**src/rtl/ptr_sync_r2w_if.sv**
```systemverilog
// Bundle of per-channel read-pointer inputs and synchronized outputs for ptr_sync_r2w.
// Channel c occupies bits [c*(ADDRSIZE+1) +: ADDRSIZE+1] in every pointer vector.
interface ptr_sync_r2w_if #(
  parameter int ADDRSIZE = 4,
  parameter int CHANNELS = 1
);
  localparam int PW = ADDRSIZE + 1;

  logic [CHANNELS*PW-1:0] rptr;
  logic [CHANNELS-1:0]    err_clr;
  logic [CHANNELS*PW-1:0] wq_rptr;
  logic [CHANNELS*PW-1:0] wq_rbin;
  logic [CHANNELS-1:0]    wq_rchg;
  logic [CHANNELS-1:0]    wq_rerr;

  modport master (
    output rptr, err_clr,
    input  wq_rptr, wq_rbin, wq_rchg, wq_rerr
  );

  modport slave (
    input  rptr, err_clr,
    output wq_rptr, wq_rbin, wq_rchg, wq_rerr
  );
endinterface

```
**src/rtl/ptr_sync_r2w.sv**
```systemverilog
// Multi-channel Gray read-pointer synchronizer into the write domain, with binary
// conversion, change pulse and optional Gray-coherence checker (PTR_SYNC_GRAY_CHECK_EN).
module ptr_sync_r2w #(
  parameter int ADDRSIZE = 4,
  parameter int STAGES   = 2,
  parameter int CHANNELS = 1
) (
  input  logic          wclk,
  input  logic          wrst,
  ptr_sync_r2w_if.slave bus
);
  localparam int PW = ADDRSIZE + 1;

  typedef logic [PW-1:0] ptr_t;

  logic [CHANNELS-1:0][STAGES-1:0][PW-1:0] sync_q, sync_d;
  logic [CHANNELS-1:0][PW-1:0]             rbin_q, rbin_d;
  logic [CHANNELS-1:0][PW-1:0]             prev_q, prev_d;
  logic [CHANNELS-1:0]                     rchg_q, rchg_d;

  ptr_t last;
  ptr_t bin;

`ifdef PTR_SYNC_GRAY_CHECK_EN
  logic [CHANNELS-1:0] rerr_q, rerr_d;
  ptr_t                diff;
`endif

  // NOTE: every variable gets a default before the loop so no latch is inferred.
  always_comb begin
    sync_d = sync_q;
    rbin_d = rbin_q;
    prev_d = prev_q;
    rchg_d = '0;
    last   = '0;
    bin    = '0;
`ifdef PTR_SYNC_GRAY_CHECK_EN
    rerr_d = rerr_q;
    diff   = '0;
`endif
    for (int c = 0; c < CHANNELS; c++) begin
      sync_d[c][0] = bus.rptr[c*PW +: PW];
      for (int s = 1; s < STAGES; s++) begin
        sync_d[c][s] = sync_q[c][s-1];
      end

      last        = sync_q[c][STAGES-1];
      bin[PW-1]   = last[PW-1];
      for (int i = PW - 2; i >= 0; i--) begin
        bin[i] = bin[i+1] ^ last[i];
      end
      rbin_d[c] = bin;
      prev_d[c] = last;
      rchg_d[c] = (last != prev_q[c]);

`ifdef PTR_SYNC_GRAY_CHECK_EN
      // More than one bit set in the XOR means a non-Gray step; a new error beats a clear.
      diff      = last ^ prev_q[c];
      rerr_d[c] = ((diff & (diff - PW'(1))) != '0) | (rerr_q[c] & ~bus.err_clr[c]);
`endif
    end
  end

  // NOTE: sequential state uses non-blocking assignments only; reset zeroes every flop.
  always_ff @(posedge wclk) begin
    if (wrst) begin
      sync_q <= '0;
      rbin_q <= '0;
      prev_q <= '0;
      rchg_q <= '0;
`ifdef PTR_SYNC_GRAY_CHECK_EN
      rerr_q <= '0;
`endif
    end else begin
      sync_q <= sync_d;
      rbin_q <= rbin_d;
      prev_q <= prev_d;
      rchg_q <= rchg_d;
`ifdef PTR_SYNC_GRAY_CHECK_EN
      rerr_q <= rerr_d;
`endif
    end
  end

  for (genvar c = 0; c < CHANNELS; c++) begin : g_out
    assign bus.wq_rptr[c*PW +: PW] = sync_q[c][STAGES-1];
    assign bus.wq_rbin[c*PW +: PW] = rbin_q[c];
  end

  assign bus.wq_rchg = rchg_q;

`ifdef PTR_SYNC_GRAY_CHECK_EN
  assign bus.wq_rerr = rerr_q;
`else
  assign bus.wq_rerr = '0;
`endif

endmodule

```
**src/flat_wrapper.sv**
```systemverilog
// flat-port wrapper written by rule: the top's interface ports become plain ports
module ptr_sync_r2w_flat 
#(
  parameter int ADDRSIZE = 4,
  parameter int STAGES   = 2,
  parameter int CHANNELS = 1
)
  (wclk, wrst, bus_rptr, bus_err_clr, bus_wq_rptr, bus_wq_rbin, bus_wq_rchg, bus_wq_rerr);
  ptr_sync_r2w_if #(.ADDRSIZE(ADDRSIZE), .CHANNELS(CHANNELS)) bus_i ();
  input  logic wclk;
  input  logic wrst;
  input wire logic [$bits(bus_i.rptr)-1:0] bus_rptr;
  input wire logic [$bits(bus_i.err_clr)-1:0] bus_err_clr;
  output wire logic [$bits(bus_i.wq_rptr)-1:0] bus_wq_rptr;
  output wire logic [$bits(bus_i.wq_rbin)-1:0] bus_wq_rbin;
  output wire logic [$bits(bus_i.wq_rchg)-1:0] bus_wq_rchg;
  output wire logic [$bits(bus_i.wq_rerr)-1:0] bus_wq_rerr;
  assign bus_i.rptr = bus_rptr;
  assign bus_i.err_clr = bus_err_clr;
  assign bus_wq_rptr = bus_i.wq_rptr;
  assign bus_wq_rbin = bus_i.wq_rbin;
  assign bus_wq_rchg = bus_i.wq_rchg;
  assign bus_wq_rerr = bus_i.wq_rerr;
  ptr_sync_r2w #(.ADDRSIZE(ADDRSIZE), .STAGES(STAGES), .CHANNELS(CHANNELS)) u_core (.wclk(wclk), .wrst(wrst), .bus(bus_i));
endmodule
```
**config.mk**
```make
export PLATFORM = sky130hd
export DESIGN_NAME = ptr_sync_r2w_flat
export DESIGN_NICKNAME = d
export VERILOG_FILES = /design/src/rtl/ptr_sync_r2w_if.sv /design/src/rtl/ptr_sync_r2w.sv /design/src/flat_wrapper.sv
export SDC_FILE = /design/constraint.sdc
export NUM_CORES = 1
export LEC_CHECK = 0
export ABC_CLOCK_PERIOD_IN_PS = 1600
export CAP_MARGIN = 20
export CELL_PAD_IN_SITES_DETAIL_PLACEMENT = 0
export CELL_PAD_IN_SITES_GLOBAL_PLACEMENT = 1
export CORE_ASPECT_RATIO = 0.8
export CORE_MARGIN = 2
export CORE_UTILIZATION = 34
export CTS_CLUSTER_SIZE = 25
export DETAILED_ROUTE_END_ITERATION = 16
export GPL_TIMING_DRIVEN = 1
export PLACE_DENSITY = 0.83
export SLEW_MARGIN = 20
export SYNTH_ARGS = -nofsm -noshare
export SYNTH_HDL_FRONTEND = slang
export SYNTH_SLANG_ARGS = --single-unit
```
**constraint.sdc**
```tcl
create_clock -name wclk -period 1.6 [get_ports wclk]
set_clock_uncertainty 0.1 [all_clocks]
set_input_delay 0.24 -clock wclk [delete_from_list [all_inputs] [get_ports wclk]]
set_output_delay 0.24 -clock wclk [all_outputs]
set_load 0.1 [all_outputs]
```
==> impl_metrics.json <==
{
  "run_status": "finished clean",
  "grt_max_degree": 21,
  "timing.final.setup_violations": 0,
  "cpLargestDelayFamily": "flip-flops",
  "hp-class": "reg2reg",
  "initial_utilization_pct": 36.1,
  "cts_tree": "yes",
  "vias_per_cell": 4.21,
  "insertion_delay_ns": 0.30,
  "io_pins": 20,
  "final-hold-violation-count": 0,
  "asyncSetResetFlopFracSynth_pct": 0,
  "grt_setup_unrepaired": "no",
  "cts_root_buf": "clkbuf_4",
  "first_pass_grt_wire_length_mm": 1.49,
  "synthFlopType": "dfxtp_1",
  "total_detailed_routing_wirelength_um": 923,
  "clock-sinks": 20,
  "power.density_nw_per_um2": 1080,
  "groute.usage.overall_pct": 9.86,
  "die_width_um": 54.1,
  "synth-seq-area-share_pct": 58.6,
  "synth_top_cells_by_count": "20 x dfxtp_1, 18 x nor2b_1, 4 x nor2_1",
  "synthesis.area_per_instance_um2": 11.4,
  "leakagePower_nw": 0.404,
  "synth.most_common_cell": "dfxtp_1",
  "timing.reg2reg.worst_path_depth": 3,
  "first_global_vias": 379,
  "worst_ep_arrival_time_ns": 1.02,
  "yosys_warnings": 0,
  "design_power_total_mw": 1.10,
  "clk_path_buf_depth": 2,
  "synth-seq-cells": 20,
  "min_path_cells": 1,
  "startpoint_type": "flip-flop",
  "cts-resized-gates": 0,
  "final_max_slew_viol_count": 0,
  "cts.repair_timing.setup_buffer_count": 0,
  "synth.lib_cells_used.distinct": 15,
  "dp.final_hpwl_um": 659,
  "cpMaxStageDelayCell": "dfxtp_1",
  "number_of_synthesized_flops_with_an_enable_pin": 0,
  "areaGrowthSynthToFinish_pct": 48.9,
  "critPathMaxStageDelay_ns": 0.50,
  "holdCritStartpoint": "u_core.sync_d[7]$_SDFF_PP0_",
  "setup_tns_final_ns": 0,
  "post_placement_cell_area_um2": 981,
  "cts_inserted_buffers": 3,
  "antenna_found_initial": 0,
  "num-nets-final": 86,
  "crit_fanout": 6,
  "placement_rows": 14,
  "drt_drc_violations_left": 0,
  "post-synth-top-area-cell": "dfxtp_1",
  "final_design_area_no_fill_um2": 1020,
  "grtUsageMet1_pct": 9.09,
  "floorplan.core_area_um2": 1890,
  "cap_viol_max_count": 0,
  "postSynthCellCount": 60,
  "first_iter_violations": 1,
  "setup.reg_to_reg.worst_slack_ns": 0.31,
  "drt_pre_antenna_iters": 2,
  "netlist_area_um2": 683,
  "route.antenna.remaining_nets": 0,
  "global_route.usage.met3_pct": 6.08,
  "htree_num_levels": 1,
  "syn-num-nets": 68,
  "yosysTopAreaCellShare_pct": 58.6,
  "met2_usage_pct": 14.9,
  "detailroute.via_count": 425,
  "grt.busiest_layer": "met2",
  "period_needed_ns": 1.36,
  "ys_top_cells_by_area": "dfxtp_1 59%, nor2b_1 16%, xor3_1 3.5%",
  "achievable-frequency_ghz": 0.736,
  "layout-drive-gt1-share_pct": 26.0,
  "timing.critical_path.cells": "buf_12",
  "setup.worst_path.class": "reg2out",
  "wire_per_inst_um": 9.14,
  "fin_crit_sh_pct": 84.9,
  "gp_congestion": 0.681,
  "grt.overflow.total": 0,
  "cts_hold_buf": 0,
  "holdPathEnd": "u_core.bus.wq_rptr[2]$_SDFF_PP0_",
  "die-area_um2": 2390,
  "worst_setup_path_startpoint": "u_core.bus.wq_rptr[4]$_SDFF_PP0_",
  "die-height_um": 44.1,
  "antenna-diode-count": 0,
  "r2r-end": "u_core.bus.wq_rbin[0]$_SDFF_PP0_",
  "critical_path_depth": 1,
  "cts.reportedPaths.clkPinSlew_ns": 0.10,
  "finish.utilization_pct": 53.8,
  "worstPathBufferInverterCount": 1,
  "timing.rr.start": "u_core.bus.wq_rptr[2]$_SDFF_PP0_",
  "endpoint_kind": "output pin",
  "worstPathRequired_ns": 1.26,
  "vdd.ir_drop.worst_mv": 0.684,
  "port_buffers": 17
}
[metal layers]
| metal | up-vias | share of wire (%) | routed length [µm] |
|---|---|---|---|
| met5 | - | 0 | 0 |
| met4 | 0 | 3.9 | 36 |
| met3 | 4 | 9.8 | 90 |
| met2 | 15 | 46 | 428 |
| met1 | 189 | 40 | 368 |
| li1 | 217 | - | - |
[per-stage QoR]
step / std cells / setup slack, ns / hold slack (ns)
global placement: 97 / 0.324 / 0.318
CTS: 101 / 0.223 / 0.345
detailed placement: 97 / 0.305 / 0.324
floorplan: 60 / 0.108 / 0.268
global route: 101 / 0.174 / 0.363
finish: 101 / 0.242 / 0.343
[state kept, by name, indices dropped and copies added, names as in the netlist]
signal,count
u_core.bus.wq_rchg,1
u_core.bus.wq_rptr,5
u_core.sync_d,5
u_core.bus.wq_rbin,4
u_core.prev_q,5
[logic make-up (layout without fill, tap and decap cells)]
group                     Yosys count  count (layout)  synth area share (%)
AOI/OAI and AO/OA                   3               3                  3.85
xor gates and xnor gates            5               5                  10.6
buffers and inverters               6              23                  4.94
DFF                                20              20                  58.6
other                               1               1                 0.549
and+or+nand+nor                    25              25                  21.4
[worst max path at each step]
stage	end	slack (ns)
after detailed placement	u_core.bus.wq_rbin[0]$_SDFF_PP0_	0.31
after global routing	bus_wq_rptr[4]	0.17
after global placement	u_core.bus.wq_rbin[0]$_SDFF_PP0_	0.32
final	bus_wq_rptr[4]	0.24
after floorplan	u_core.bus.wq_rbin[0]$_SDFF_PP0_	0.11
after CTS	bus_wq_rptr[4]	0.22
[area by class of cell]
| cell class | count | area (µm²) |
|---|---|---|
| sequential | 20 | 410 |
| timing repair buffer | 18 | 288 |
| inverter | 1 | 3.75 |
| fill | 174 | 875 |
| tap | 24 | 30.0 |
| multi-input combinational | 34 | 249 |
| clock buffer | 4 | 36.3 |
[power breakdown]
part,internal [mW],total (mW),switching [mW]
combinational,0.107,0.268,0.161
clock,0.139,0.282,0.143
sequential,0.523,0.545,0.0224
total,0.769,1.10,0.326
[placed cells by master (no fill, tap or decap)]
master	instances
o2111a_1	1
clkdlybuf4s50_1	6
a31oi_1	1
xor2_1	1
buf_4	1
buf_12	11
nor2_1	4
dfxtp_4	2
nor2b_1	18
dfxtp_2	2
xor3_1	1
clkbuf_4	3
xnor3_1	1
inv_1	1
clkbuf_8	1
xnor2_1	2
dfxtp_1	16
nand2b_1	3
a2111oi_0	1
conb_1	1
[worst reg2reg max path: stages (launching register included)]
cell and delay [ns]:
dfxtp_4 0.39, xnor3_1 0.45, xor3_1 0.22, nor2_1 0.04
No activity file was read; power rests on OpenSTA's default activity.
